## src/rtl/coin_credit.sv

```systemverilog
// Coin front end: sync + debounce coin_in, decode denomination, keep credit, vend debit, cancel refund.
// Credit/V update DEBOUNCE_CYC+3 edges after coin_in is first sampled high; cancel/vend act on the next edge.
module coin_credit #(
  parameter int PRICE        = 50,
  parameter int CREDIT_W     = 8,
  parameter int DEBOUNCE_CYC = 4
) (
  input  logic                clk,
  input  logic                rst,
  input  logic                coin_in,
  input  logic [1:0]          coin_val,
  input  logic                cancel,
  input  logic                vend,
  output logic                V,
  output logic [CREDIT_W-1:0] credit,
  output logic                refund_valid,
  output logic [CREDIT_W-1:0] refund_amt,
  output logic                coin_reject
);

  localparam int                  CNT_W    = $clog2(DEBOUNCE_CYC + 1);
  localparam logic [CNT_W-1:0]    CNT_LAST = CNT_W'(DEBOUNCE_CYC - 1);
  localparam logic [CREDIT_W-1:0] PRICE_C  = CREDIT_W'(PRICE);

  typedef enum logic [1:0] {IDLE, COLLECT, READY, REFUND} state_t;

  logic                sync1_q, sync1_d;
  logic                sync2_q, sync2_d;
  logic [CNT_W-1:0]    cnt_q, cnt_d;
  logic                deb_q, deb_d;
  logic                deb_prev_q, deb_prev_d;
  logic                coin_evt_q, coin_evt_d;
  logic [CREDIT_W-1:0] coin_amt_q, coin_amt_d;
  logic [CREDIT_W-1:0] credit_q, credit_d;
  logic [CREDIT_W-1:0] refund_amt_q, refund_amt_d;
  logic                coin_reject_q, coin_reject_d;
  state_t              state_q, state_d;

  logic                cancel_ok;
  logic                vend_ok;
  logic                add_ok;
  logic [CREDIT_W-1:0] base_cr;
  logic [CREDIT_W:0]   sum_w;
  logic [CREDIT_W-1:0] eff_cr;

  always_comb begin
    sync1_d    = coin_in;
    sync2_d    = sync1_q;
    deb_prev_d = deb_q;
    deb_d      = deb_q;
    cnt_d      = '0;
    if (sync2_q != deb_q) begin
      if (cnt_q == CNT_LAST) begin
        deb_d = ~deb_q;
      end else begin
        cnt_d = cnt_q + CNT_W'(1);
      end
    end
    // Rising edge of the debounced level; denomination captured alongside it.
    coin_evt_d = deb_q & ~deb_prev_q;
    case (coin_val)
      2'd0:    coin_amt_d = CREDIT_W'(5);
      2'd1:    coin_amt_d = CREDIT_W'(10);
      2'd2:    coin_amt_d = CREDIT_W'(20);
      default: coin_amt_d = CREDIT_W'(50);
    endcase
  end

  always_comb begin
    cancel_ok     = cancel && ((state_q == COLLECT) || (state_q == READY));
    vend_ok       = vend && (state_q == READY) && !cancel_ok;
    base_cr       = vend_ok ? (credit_q - PRICE_C) : credit_q;
    sum_w         = {1'b0, base_cr} + {1'b0, coin_amt_q};
    add_ok        = coin_evt_q && !sum_w[CREDIT_W];
    coin_reject_d = coin_evt_q && sum_w[CREDIT_W];
    eff_cr        = add_ok ? sum_w[CREDIT_W-1:0] : base_cr;
    refund_amt_d  = refund_amt_q;
    credit_d      = eff_cr;
    state_d       = IDLE;
    if (cancel_ok) begin
      refund_amt_d = eff_cr;
      credit_d     = '0;
      state_d      = REFUND;
    end else if (eff_cr == '0) begin
      state_d = IDLE;
    end else if (eff_cr >= PRICE_C) begin
      state_d = READY;
    end else begin
      state_d = COLLECT;
    end
  end

  always_ff @(posedge clk) begin
    if (rst) begin
      sync1_q       <= 1'b0;
      sync2_q       <= 1'b0;
      cnt_q         <= '0;
      deb_q         <= 1'b0;
      deb_prev_q    <= 1'b0;
      coin_evt_q    <= 1'b0;
      coin_amt_q    <= '0;
      credit_q      <= '0;
      refund_amt_q  <= '0;
      coin_reject_q <= 1'b0;
      state_q       <= IDLE;
    end else begin
      sync1_q       <= sync1_d;
      sync2_q       <= sync2_d;
      cnt_q         <= cnt_d;
      deb_q         <= deb_d;
      deb_prev_q    <= deb_prev_d;
      coin_evt_q    <= coin_evt_d;
      coin_amt_q    <= coin_amt_d;
      credit_q      <= credit_d;
      refund_amt_q  <= refund_amt_d;
      coin_reject_q <= coin_reject_d;
      state_q       <= state_d;
    end
  end

  assign V            = (state_q == READY);
  assign credit       = credit_q;
  assign refund_valid = (state_q == REFUND);
  assign refund_amt   = refund_amt_q;
  assign coin_reject  = coin_reject_q;

endmodule
```

## config.mk

```make
export PLATFORM = sky130hd
export DESIGN_NAME = coin_credit
export DESIGN_NICKNAME = d
export VERILOG_FILES = /design/src/rtl/coin_credit.sv
export SDC_FILE = /design/constraint.sdc
export NUM_CORES = 1
export LEC_CHECK = 0
export CAP_MARGIN = 20
export CELL_PAD_IN_SITES_DETAIL_PLACEMENT = 1
export CELL_PAD_IN_SITES_GLOBAL_PLACEMENT = 1
export CORE_MARGIN = 5
export CORE_UTILIZATION = 41
export CTS_CLUSTER_DIAMETER = 50
export CTS_CLUSTER_SIZE = 8
export DETAILED_ROUTE_END_ITERATION = 16
export PLACE_DENSITY_LB_ADDON = 0.1
export SYNTH_ARGS = -nofsm -noshare
export SYNTH_HDL_FRONTEND = slang
export SYNTH_SLANG_ARGS = --single-unit
```

## constraint.sdc

```tcl
create_clock -name clk -period 5.03 [get_ports clk]
set_input_delay 1.509 -clock clk [delete_from_list [all_inputs] [get_ports clk]]
set_output_delay 1.509 -clock clk [all_outputs]
set_load 0.01 [all_outputs]
```

==> flow_summary_export.csv <==
group,metric,value,unit
cts,cts_buffers,5,
die,rows,24,
yosys,yosys_register_bits,33,
cts,cts_root_buf,"clkbuf_8",
yosys,synth_ff_type,"dfxtp_1",
cells_and_area,multi_input_area,1130,um^2
yosys,synth_area_leader_cell,"dfxtp_1",
yosys,synthTopCellsByCount,"dfxtp_1, nor2_1, nand2_1, nor2b_1",
pwr,ir_worst_vdd,0.1908,mV
setup_path,cp-end-kind,"flip-flop",
route,drcViolationCount,0,
global_route,grt_max_degree,15,
cts,cts.sinks,33,
setup_path,critPathBufInv,2,
setup_path,worstPathRequired,5170,ps
place,gp_congestion,0.8629,
timing,finalHoldViolations,0,
die,die-area,6002,um^2
hold_path,min_path_type,"flip-flop to flip-flop",
setup_path,cp_cell_sequence,"clkdlybuf4s50_1 > nor2b_1 > buf_4 > nor3_1 > xor2_1 > ha_1 > o21ai_0 > a21oi_1 > o22ai_1 > a2bb2oi_4 > or4_4 > nand2_2 > a31oi_1",
timing,tightest_slew,490.8,ps
yosys,synthTopCellsByArea,"dfxtp_1, ha_1, nor2_1",
cts,htreeDepth,2,
pwr,leakage,0.8855,nW
yosys,synth_edf_count,0,
yosys,async_flop_share,0,%
die,coreArea,4384,um^2
setup_path,path_class,"input pin to flip-flop",
route,drt-total-wl,4.912,mm
cells_and_area,fillCellCount,517,
die,fp.dieW,77.48,um
pwr,p_per_area,397.2,nW/um^2
yosys,synth_area,1867,um^2
yosys,yosysUniqueCellTypes,54,
global_route,grt_usage,17.35,%
cts,cts.repair.resized,0,
route,wl_per_cell,16.76,um
route,viasPerCell,5.406,
cts,clkTransAtPathRegs,70,ps
cells_and_area,nets,259,
cts,cts_max_path_buffers,2,
cells_and_area,final_layout_size_suffix_gt1_share,10.37,%
route,ant_nets,0,
route,drtIter0Drc,77,
die,start_util,42.58,%
cells_and_area,insertedDiodeCount,0,
global_route,first_global_vias,1738,
cts,clkLatencyLatePin,280,ps
setup_path,crit_fanout,14,
yosys,yosysWarnings,0,
yosys,avgSynthCellArea,8.806,um^2
place,numPortBuffers,25,
outcome,status,"completed",
cells_and_area,seq_area,660.6,um^2
setup_path,slowest_stage,"or4_4",
setup_path,crit_arrival,4900,ps
die,dieHeight,77.48,um
global_route,grt-ovfl-total,0,
global_route,antenna_found_initial,0,
yosys,yosysTopAreaCellShare,35.39,%
timing,setup-tns-final,0,ps
cts,cts_tree,"built",
timing,clock_skew,4.156,ps
route,route.vias.total,1584,
place,detailed_place.area,2170,um^2
timing,finalCritPeriodShare,94.74,%
place,dp_hpwl,4.054,mm
cts,cts_hold_buf,0,
yosys,syn_nets,231,
setup_path,ff2ff_setup_slack,1350,ps
timing,slew_violations,0,
cells_and_area,stdcell_area,2286,um^2
die,io_pins,26,
yosys,syn_inst,212,
timing,relSlewSlack,66.43,%
setup_path,startpoint_type,"input pin",
timing,max_freq,0.2098,GHz
timing,rsz0062_at_grt,"false",
setup_path,crit_family,"simple AND/OR/NAND/NOR gates",
job,cap_violations,0,
yosys,ys_seq_area_share,35.39,%
yosys,post-synth-top-count-cell,"dfxtp_1",
setup_path,cpPeakStageDelay,590,ps
route,firstDrtPassIters,4,
global_route,grt_pass1_wl,8.459,mm
cells_and_area,area_delta_synth_final,22.45,%
cts,cts_setup_buffers,0,
timing,fin_crit,4766,ps
timing,setup_viol,0,
kinds of logic (layout without fill, tap and decap cells):
kind of cell	Yosys count	count (layout)	synth area share, %
mux	7	7	3.820
flops	33	33	35.39
buf+inv	18	47	4.088
xor+xnor	10	10	4.692
simple gates	87	87	25.20
compound gates	45	45	18.37
fa+ha+maj	12	12	8.445
report_power, final:
group | switching, mW | internal (mW) | total, mW | leakage, nW
combinational | 0.183 | 0.154 | 0.336 | 0.558
clock | 0.0912 | 0.161 | 0.253 | 0.0585
sequential | 0.0265 | 0.292 | 0.319 | 0.269
cell type report:
| class | instances | share of cell area (%) |
|---|---|---|
| tap | 52 | 2.846 |
| clock buffer | 7 | 3.777 |
| sequential | 33 | 28.90 |
| multi-input combinational | 161 | 49.43 |
| clock inverter | 1 | 1.314 |
| inverter | 11 | 1.806 |
| timing repair buffer | 28 | 11.93 |
registers in the layout, summed over array words and instances, names as in the netlist:
name,cells
coin_evt_q,1
refund_amt,8
credit,8
deb_prev_d,1
sync2_q,1
coin_amt_q,6
deb_prev_q,1
coin_reject,1
state_q,2
sync1_q,1
cnt_q,3
layer usage:
| layer | vias up | wire length, um | GRT usage [%] |
|---|---|---|---|
| met1 | 745 | 2012 | 19.12 |
| li1 | 802 | - | - |
| met4 | 0 | 128 | 6.873 |
| met5 | - | 0 | 0 |
| met3 | 12 | 155 | 3.819 |
| met2 | 25 | 2615 | 31.99 |
cell usage in the layout (no fill, tap or decap), types with 2 or more instances in the layout:
cell and count:
or4_4 2, nand2b_1 4, a211o_1 2, nor2_1 28
nand2_2 2, xor2_1 2, nor4_1 2, a21oi_1 10
nand2_1 13, mux2i_1 6, inv_1 11, a21o_1 2
o21ai_0 4, or3_1 2, nor2b_1 13, dfxtp_1 33
clkbuf_8 6, clkdlybuf4s50_1 25, nand4_1 2, ha_1 11
nand3_1 3, nor3_1 7, a211oi_1 10, xnor2_1 8
buf_4 3
metrics by stage:
| stage | setup WS, ps | hold WS, ps | power (mW) | std cells | util, % |
|---|---|---|---|---|---|
| final | 264.5 | 401.4 | 0.9080 | 293 | 52.14 |
| after floorplan | 940.1 | 367.4 | 0.5387 | 212 | - |
| after CTS | 275.4 | 405.0 | 0.9173 | 293 | 52.14 |
| after global routing | 36.16 | 416.2 | 0.9652 | 293 | 52.14 |
| after global placement | 202.8 | 371.8 | 0.6487 | 285 | 49.49 |
| after detailed placement | 24.88 | 400.8 | 0.6619 | 285 | 49.49 |
final timing paths:
kind	startpoint	endpoint	cells past startpoint
setup / recovery	cancel	state_q[1]	13
hold / removal	deb_prev_q	coin_evt_q	1
setup reg to reg	state_q[0]	state_q[1]	14
hold reg to reg	deb_prev_q	coin_evt_q	1
No activity file was read; power rests on OpenSTA's default activity.
